==> src/rtl/oam_dma_if.sv <==
// oam_dma bus bundle: CPU memory read port (registered read) and
// the byte-wide PPU OAM write port.
interface oam_dma_if #(
    parameter int ADDR_W = 16
) ();

    logic [ADDR_W-1:0] raddr;
    logic [7:0]        rdata;
    logic              oam_wen;
    logic [7:0]        oam_addr;
    logic [7:0]        oam_wdata;

    modport master (
        output raddr,
        input  rdata,
        output oam_wen,
        output oam_addr,
        output oam_wdata
    );

    modport slave (
        input  raddr,
        output rdata,
        input  oam_wen,
        input  oam_addr,
        input  oam_wdata
    );

endinterface

==> src/rtl/oam_dma.sv <==
// oam_dma: $4014 sprite DMA, copies LEN bytes of one CPU page into OAM.
// Optional DMA_ALIGN_EN inserts an ALIGN cycle when the CPU was on an odd cycle.
module oam_dma #(
    parameter int LEN    = 256,
    parameter int ADDR_W = 16
) (
    input  logic       clk,
    input  logic       rst_n,
    input  logic       trig_i,
    input  logic [7:0] page_i,
    input  logic [7:0] oam_start_i,
    input  logic       cpu_odd_i,
    oam_dma_if.master  bus,
    output logic       cpu_stall_o,
    output logic       busy_o,
    output logic       done_o
);

    localparam logic [7:0] LAST = 8'(LEN - 1);

    typedef enum logic [2:0] {
        S_IDLE,
        S_HALT,
`ifdef DMA_ALIGN_EN
        S_ALIGN,
`endif
        S_READ,
        S_DRAIN,
        S_DONE
    } state_t;

    state_t            state_q, state_d;
    logic [7:0]        idx_q, idx_d;
    logic [7:0]        page_q, page_d;
    logic [7:0]        start_q, start_d;
    logic [ADDR_W-1:0] raddr_q, raddr_d;
    logic              wen_q, wen_d;
    logic [7:0]        oaddr_q, oaddr_d;
    logic              stall_q, stall_d;
    logic              done_q, done_d;

    logic [ADDR_W-1:0] src_cur;
    logic [ADDR_W-1:0] src_nxt;

`ifdef DMA_ALIGN_EN
    logic odd_q, odd_d;
`else
    logic unused_cpu_odd;
    assign unused_cpu_odd = cpu_odd_i;
`endif

    assign src_cur = ADDR_W'({page_q, idx_q});
    assign src_nxt = ADDR_W'({page_q, idx_q + 8'd1});

    always_ff @(posedge clk or negedge rst_n) begin
        if (!rst_n) begin
            state_q <= S_IDLE;
            idx_q   <= '0;
            page_q  <= '0;
            start_q <= '0;
            raddr_q <= '0;
            wen_q   <= 1'b0;
            oaddr_q <= '0;
            stall_q <= 1'b0;
            done_q  <= 1'b0;
        end else begin
            state_q <= state_d;
            idx_q   <= idx_d;
            page_q  <= page_d;
            start_q <= start_d;
            raddr_q <= raddr_d;
            wen_q   <= wen_d;
            oaddr_q <= oaddr_d;
            stall_q <= stall_d;
            done_q  <= done_d;
        end
    end

`ifdef DMA_ALIGN_EN
    always_ff @(posedge clk or negedge rst_n) begin
        if (!rst_n) odd_q <= 1'b0;
        else        odd_q <= odd_d;
    end
`endif

    always_comb begin
        state_d = state_q;
        idx_d   = idx_q;
        page_d  = page_q;
        start_d = start_q;
        raddr_d = raddr_q;
        wen_d   = 1'b0;
        oaddr_d = oaddr_q;
        stall_d = stall_q;
        done_d  = 1'b0;
`ifdef DMA_ALIGN_EN
        odd_d   = odd_q;
`endif
        unique case (state_q)
            S_IDLE: begin
                if (trig_i) begin
                    page_d  = page_i;
                    start_d = oam_start_i;
                    idx_d   = '0;
                    stall_d = 1'b1;
                    state_d = S_HALT;
`ifdef DMA_ALIGN_EN
                    odd_d   = cpu_odd_i;
`endif
                end
            end
            S_HALT: begin
`ifdef DMA_ALIGN_EN
                if (odd_q) begin
                    state_d = S_ALIGN;
                end else begin
                    state_d = S_READ;
                    raddr_d = src_cur;
                end
`else
                state_d = S_READ;
                raddr_d = src_cur;
`endif
            end
`ifdef DMA_ALIGN_EN
            S_ALIGN: begin
                state_d = S_READ;
                raddr_d = src_cur;
            end
`endif
            S_READ: begin
                // the byte read now is written next cycle, at start+idx
                wen_d   = 1'b1;
                oaddr_d = start_q + idx_q;
                if (idx_q == LAST) begin
                    state_d = S_DRAIN;
                end else begin
                    idx_d   = idx_q + 8'd1;
                    raddr_d = src_nxt;
                end
            end
            S_DRAIN: begin
                stall_d = 1'b0;
                done_d  = 1'b1;
                state_d = S_DONE;
            end
            S_DONE: begin
                state_d = S_IDLE;
            end
            default: begin
                state_d = S_IDLE;
            end
        endcase
    end

    assign bus.raddr     = raddr_q;
    assign bus.oam_wen   = wen_q;
    assign bus.oam_addr  = oaddr_q;
    assign bus.oam_wdata = bus.rdata;

    assign cpu_stall_o = stall_q;
    assign done_o      = done_q;
    assign busy_o      = (state_q != S_IDLE);

endmodule

==> src/flat_wrapper.sv <==
// flat-port wrapper written by rule: the top's interface ports become plain ports
module oam_dma_flat 
#(
    parameter int LEN    = 256,
    parameter int ADDR_W = 16
)
  (clk, rst_n, trig_i, page_i, oam_start_i, cpu_odd_i, cpu_stall_o, busy_o, done_o, bus_raddr, bus_rdata, bus_oam_wen, bus_oam_addr, bus_oam_wdata);
  oam_dma_if #(.ADDR_W(ADDR_W)) bus_i ();
  input  logic clk;
  input  logic rst_n;
  input  logic trig_i;
  input  logic [7:0] page_i;
  input  logic [7:0] oam_start_i;
  input  logic cpu_odd_i;
  output logic cpu_stall_o;
  output logic busy_o;
  output logic done_o;
  output wire logic [$bits(bus_i.raddr)-1:0] bus_raddr;
  input wire logic [$bits(bus_i.rdata)-1:0] bus_rdata;
  output wire logic [$bits(bus_i.oam_wen)-1:0] bus_oam_wen;
  output wire logic [$bits(bus_i.oam_addr)-1:0] bus_oam_addr;
  output wire logic [$bits(bus_i.oam_wdata)-1:0] bus_oam_wdata;
  assign bus_raddr = bus_i.raddr;
  assign bus_i.rdata = bus_rdata;
  assign bus_oam_wen = bus_i.oam_wen;
  assign bus_oam_addr = bus_i.oam_addr;
  assign bus_oam_wdata = bus_i.oam_wdata;
  oam_dma #(.LEN(LEN), .ADDR_W(ADDR_W)) u_core (.clk(clk), .rst_n(rst_n), .trig_i(trig_i), .page_i(page_i), .oam_start_i(oam_start_i), .cpu_odd_i(cpu_odd_i), .bus(bus_i), .cpu_stall_o(cpu_stall_o), .busy_o(busy_o), .done_o(done_o));
endmodule
==> config.mk <==
export PLATFORM = sky130hd
export DESIGN_NAME = oam_dma_flat
export DESIGN_NICKNAME = d
export VERILOG_FILES = /design/src/rtl/oam_dma_if.sv /design/src/rtl/oam_dma.sv /design/src/flat_wrapper.sv
export SDC_FILE = /design/constraint.sdc
export NUM_CORES = 1
export LEC_CHECK = 0
export ABC_AREA = 1
export CAP_MARGIN = 15
export CELL_PAD_IN_SITES_DETAIL_PLACEMENT = 1
export CELL_PAD_IN_SITES_GLOBAL_PLACEMENT = 1
export CORE_MARGIN = 8
export CORE_UTILIZATION = 37
export DETAILED_ROUTE_END_ITERATION = 8
export PLACE_DENSITY = 0.91
export SETUP_SLACK_MARGIN = 0.3
export SLEW_MARGIN = 20
export SYNTH_ARGS = -nofsm -noshare
export SYNTH_HDL_FRONTEND = slang
export SYNTH_SLANG_ARGS = --single-unit
==> constraint.sdc <==
create_clock -name clk -period 1.74 [get_ports clk]
set_input_delay 0.348 -clock clk [delete_from_list [all_inputs] [get_ports clk]]
set_output_delay 0.348 -clock clk [all_outputs]
set_load 0.05 [all_outputs]
==> run summary <==
Post-synth EDFFs = 0
main flop type after synthesis = dfrtp_1
Worst Clk Skew = 0.0121 ns
Worst VDD drop = 1.06 mV
fin. max-slew vios = 0
Initial Utilization = 0.375
Total Power = 8.03 mW
Syn Nets = 337
multi-input logic area = 1370 um^2
DR iter-0 viols = 145
number of top-level pins = 64
layout cells sized above 1 = 0.355
Nets = 406
Die Footprint = 10200 um^2
Area Overhead vs Synth = 39.3%
Pre-Repair DR Iteration Count = 4
max_slew headroom = 0.725
htree depth = 2
Die Wd = 101 um
flip-flop and latch area = 1360 um^2
setup ws final = 0.0599 ns
DP Wirelength = 5070 um
setup_tns = 0 ns
Clock Tree Buf Depth = 2
Crit. End Element = flip-flop
CTS Buf Count = 5
Overflow after GRT = 0
unrepaired setup endpoints after global routing = true
leak pwr = 1.83 nW
GRT Util Overall = 0.149
drt drc = 0
synth warn = 0
Antenna Violating Nets Remaining = 0
WL final = 8990 um
FP Rows = 31
initial antenna violation count = 0
first-pass GRT wire length = 12200 um
vias in the first global route = 2448
critical path type = reg2reg
core box area = 7140 um^2
Die Ht = 101 um
DR vias = 2378
Least-Margin Pin Slew = 0.413 ns
crit path launch type = flip-flop
largest net degree at the start of global routing = 39
final setup vio count = 0
CP Max Fanout = 8
fin crit share = 0.966
mean number of vias per cell = 5.08
post-synthesis register bit count = 54
fillers = 818
Fin. Hold Viols = 0
GPL Wtd Cong = 0.797
CP arrival = 1.89 ns
PwrDens = 2150 nW/um^2
Mapped Cells = 299
CTS tree = built
worst path required time = 1.95 ns
register area share after synthesis = 0.505
# diodes = 0
Root Buffer = clkbuf_8
clk_lat worst skew = 0.33 ns
Mapped Area = 2680 um^2
# clock sinks = 54
minimum clock period = 1.68 ns
status = complete, no violations
maximum clock rate = 595 MHz
mean post-synth cell area = 8.95 um^2
Max-Cap Viols = 0
Worst-path clk slew = 0.10 ns
post-synth cell types = 27
pre-CTS setup slack = 0.0769 ns
Worst Hold Class = reg2reg
Port Buf Inserts = 46
Avg WL per Cell = 19.2 um
Async SR Flop Fraction = 1.00
Core Util, Final = 0.522
area by class of cell:
| type | instances | share of cell area |
|---|---|---|
| Tap cell | 99 | 0.0332 |
| Timing Repair inverter | 1 | 0.00235 |
| Clock inverter | 2 | 0.0101 |
| Multi-Input combinational cell | 208 | 0.367 |
| Timing Repair Buffer | 73 | 0.175 |
| Inverter | 25 | 0.0292 |
| Clock buffer | 6 | 0.0195 |
| Sequential cell | 54 | 0.364 |
power breakdown:
group	internal (mW)	switching, mW	leakage (nW)	total [mW]
logic	1.89	3.05	1.11	4.94
clock network	0.430	0.442	0.0514	0.873
registers	1.80	0.415	0.669	2.22
registers in the layout, indices dropped and copies added (netlist names):
| signal | cells |
|---|---|
| u_core.bus.oam_wen | 1 |
| u_core.bus.raddr | 16 |
| u_core.bus.oam_addr | 8 |
| u_core.cpu_stall_o | 1 |
| u_core.start_q | 8 |
| u_core.state_q | 3 |
| u_core.done_o | 1 |
| u_core.page_q | 8 |
| u_core.idx_q | 8 |
kinds of logic (layout without fill, tap and decap cells):
family	count (synthesis)	in the layout	share of synthesized area
AOI/OAI and AO/OA	21	21	0.0411
DFF	54	54	0.505
adders and majority gates	10	10	0.0496
muxes	15	15	0.0631
xor gates and xnor gates	2	2	0.00655
buffers and inverters	39	107	0.0734
and+or+nand+nor	158	160	0.261
Yosys cell counts (2+ instances only):
| master | n | share of area |
|---|---|---|
| a21oi_1 | 4 | 0.0075 |
| and2_1 | 3 | 0.0070 |
| buf_2 | 3 | 0.0056 |
| buf_4 | 9 | 0.025 |
| dfrtp_1 | 54 | 0.50 |
| ha_1 | 9 | 0.042 |
| inv_1 | 22 | 0.031 |
| inv_4 | 2 | 0.0047 |
| mux2_2 | 15 | 0.063 |
| nand2_1 | 107 | 0.15 |
| nand2_2 | 2 | 0.0047 |
| nand2_4 | 3 | 0.013 |
| nand3_1 | 19 | 0.036 |
| nand3_2 | 3 | 0.011 |
| nand3b_1 | 3 | 0.0084 |
| nor2_1 | 13 | 0.018 |
| o21ai_0 | 16 | 0.030 |
| or2_2 | 3 | 0.0070 |
what timing repair did:
item	4_1_cts	5_1_grt
endpoints found under the hold margin	16	0
setup endpoints to repair	30	32
buffers inserted	4	14
hold buffers	1	0
cloned	0	3
pin swaps	1	16
gates resized for setup	13	46
path summary, 6_finish.rpt:
check                           cells past startpoint                    from                     end  slack [ns]
worst max-delay path                               10         u_core.idx_q[1]    u_core.bus.raddr[12]        0.06
worst min-delay path                                2  u_core.bus.oam_addr[5]  u_core.bus.oam_addr[5]        0.49
worst max register to register                     10         u_core.idx_q[1]    u_core.bus.raddr[12]        0.06
worst min register to register                      2  u_core.bus.oam_addr[5]  u_core.bus.oam_addr[5]        0.49
max in group asynchronous                           3                   rst_n         u_core.idx_q[2]        0.69
min in group asynchronous                           2                   rst_n       u_core.state_q[0]        0.50
cells in the final DEF, fill, tap and decap left out, types with 2 or more instances in the layout:
cell type / n
nor2_2: 2
mux2_2: 15
clkdlybuf4s50_1: 17
nand3_1: 19
nand3b_1: 3
o21ai_0: 10
nand2_1: 92
buf_12: 3
buf_4: 45
buf_6: 6
or2_2: 2
o21ai_2: 2
nand2_8: 3
nand3_4: 3
nand2_2: 13
nor2_1: 12
inv_2: 3
and2_1: 2
o21ai_1: 4
clkbuf_8: 5
dfrtp_1: 50
a21oi_1: 3
nand2_4: 6
dfrtp_2: 4
inv_1: 20
ha_4: 7
worst max-delay path, stage by stage (launching register included):
cell     delay, ns
dfrtp_1       0.41
buf_4         0.16
ha_4          0.15
nand3_4       0.07
inv_2         0.09
nand3_4       0.09
nand2_8       0.15
nand2_8       0.11
buf_6         0.18
nand2_1       0.05
nand2_1       0.07
layer usage:
layer / up-vias / routed length (um) / track usage
met3: 23 / 413 / 0.0304
met2: 73 / 4710 / 0.260
met5: - / 0 / 0
met4: 0 / 298 / 0.0619
li1: 1081 / - / -
met1: 1201 / 3580 / 0.174
stage by stage:
stage	std cells	hold slack (ns)	instance area [um^2]
after floorplan	299	0.0524	2690
after global placement	438	0.297	3200
after detailed placement	438	0.300	3200
after CTS	451	0.485	3400
after global routing	468	0.529	3730
final	468	0.487	3730
Note: power is estimated with default switching activity, not from simulation.
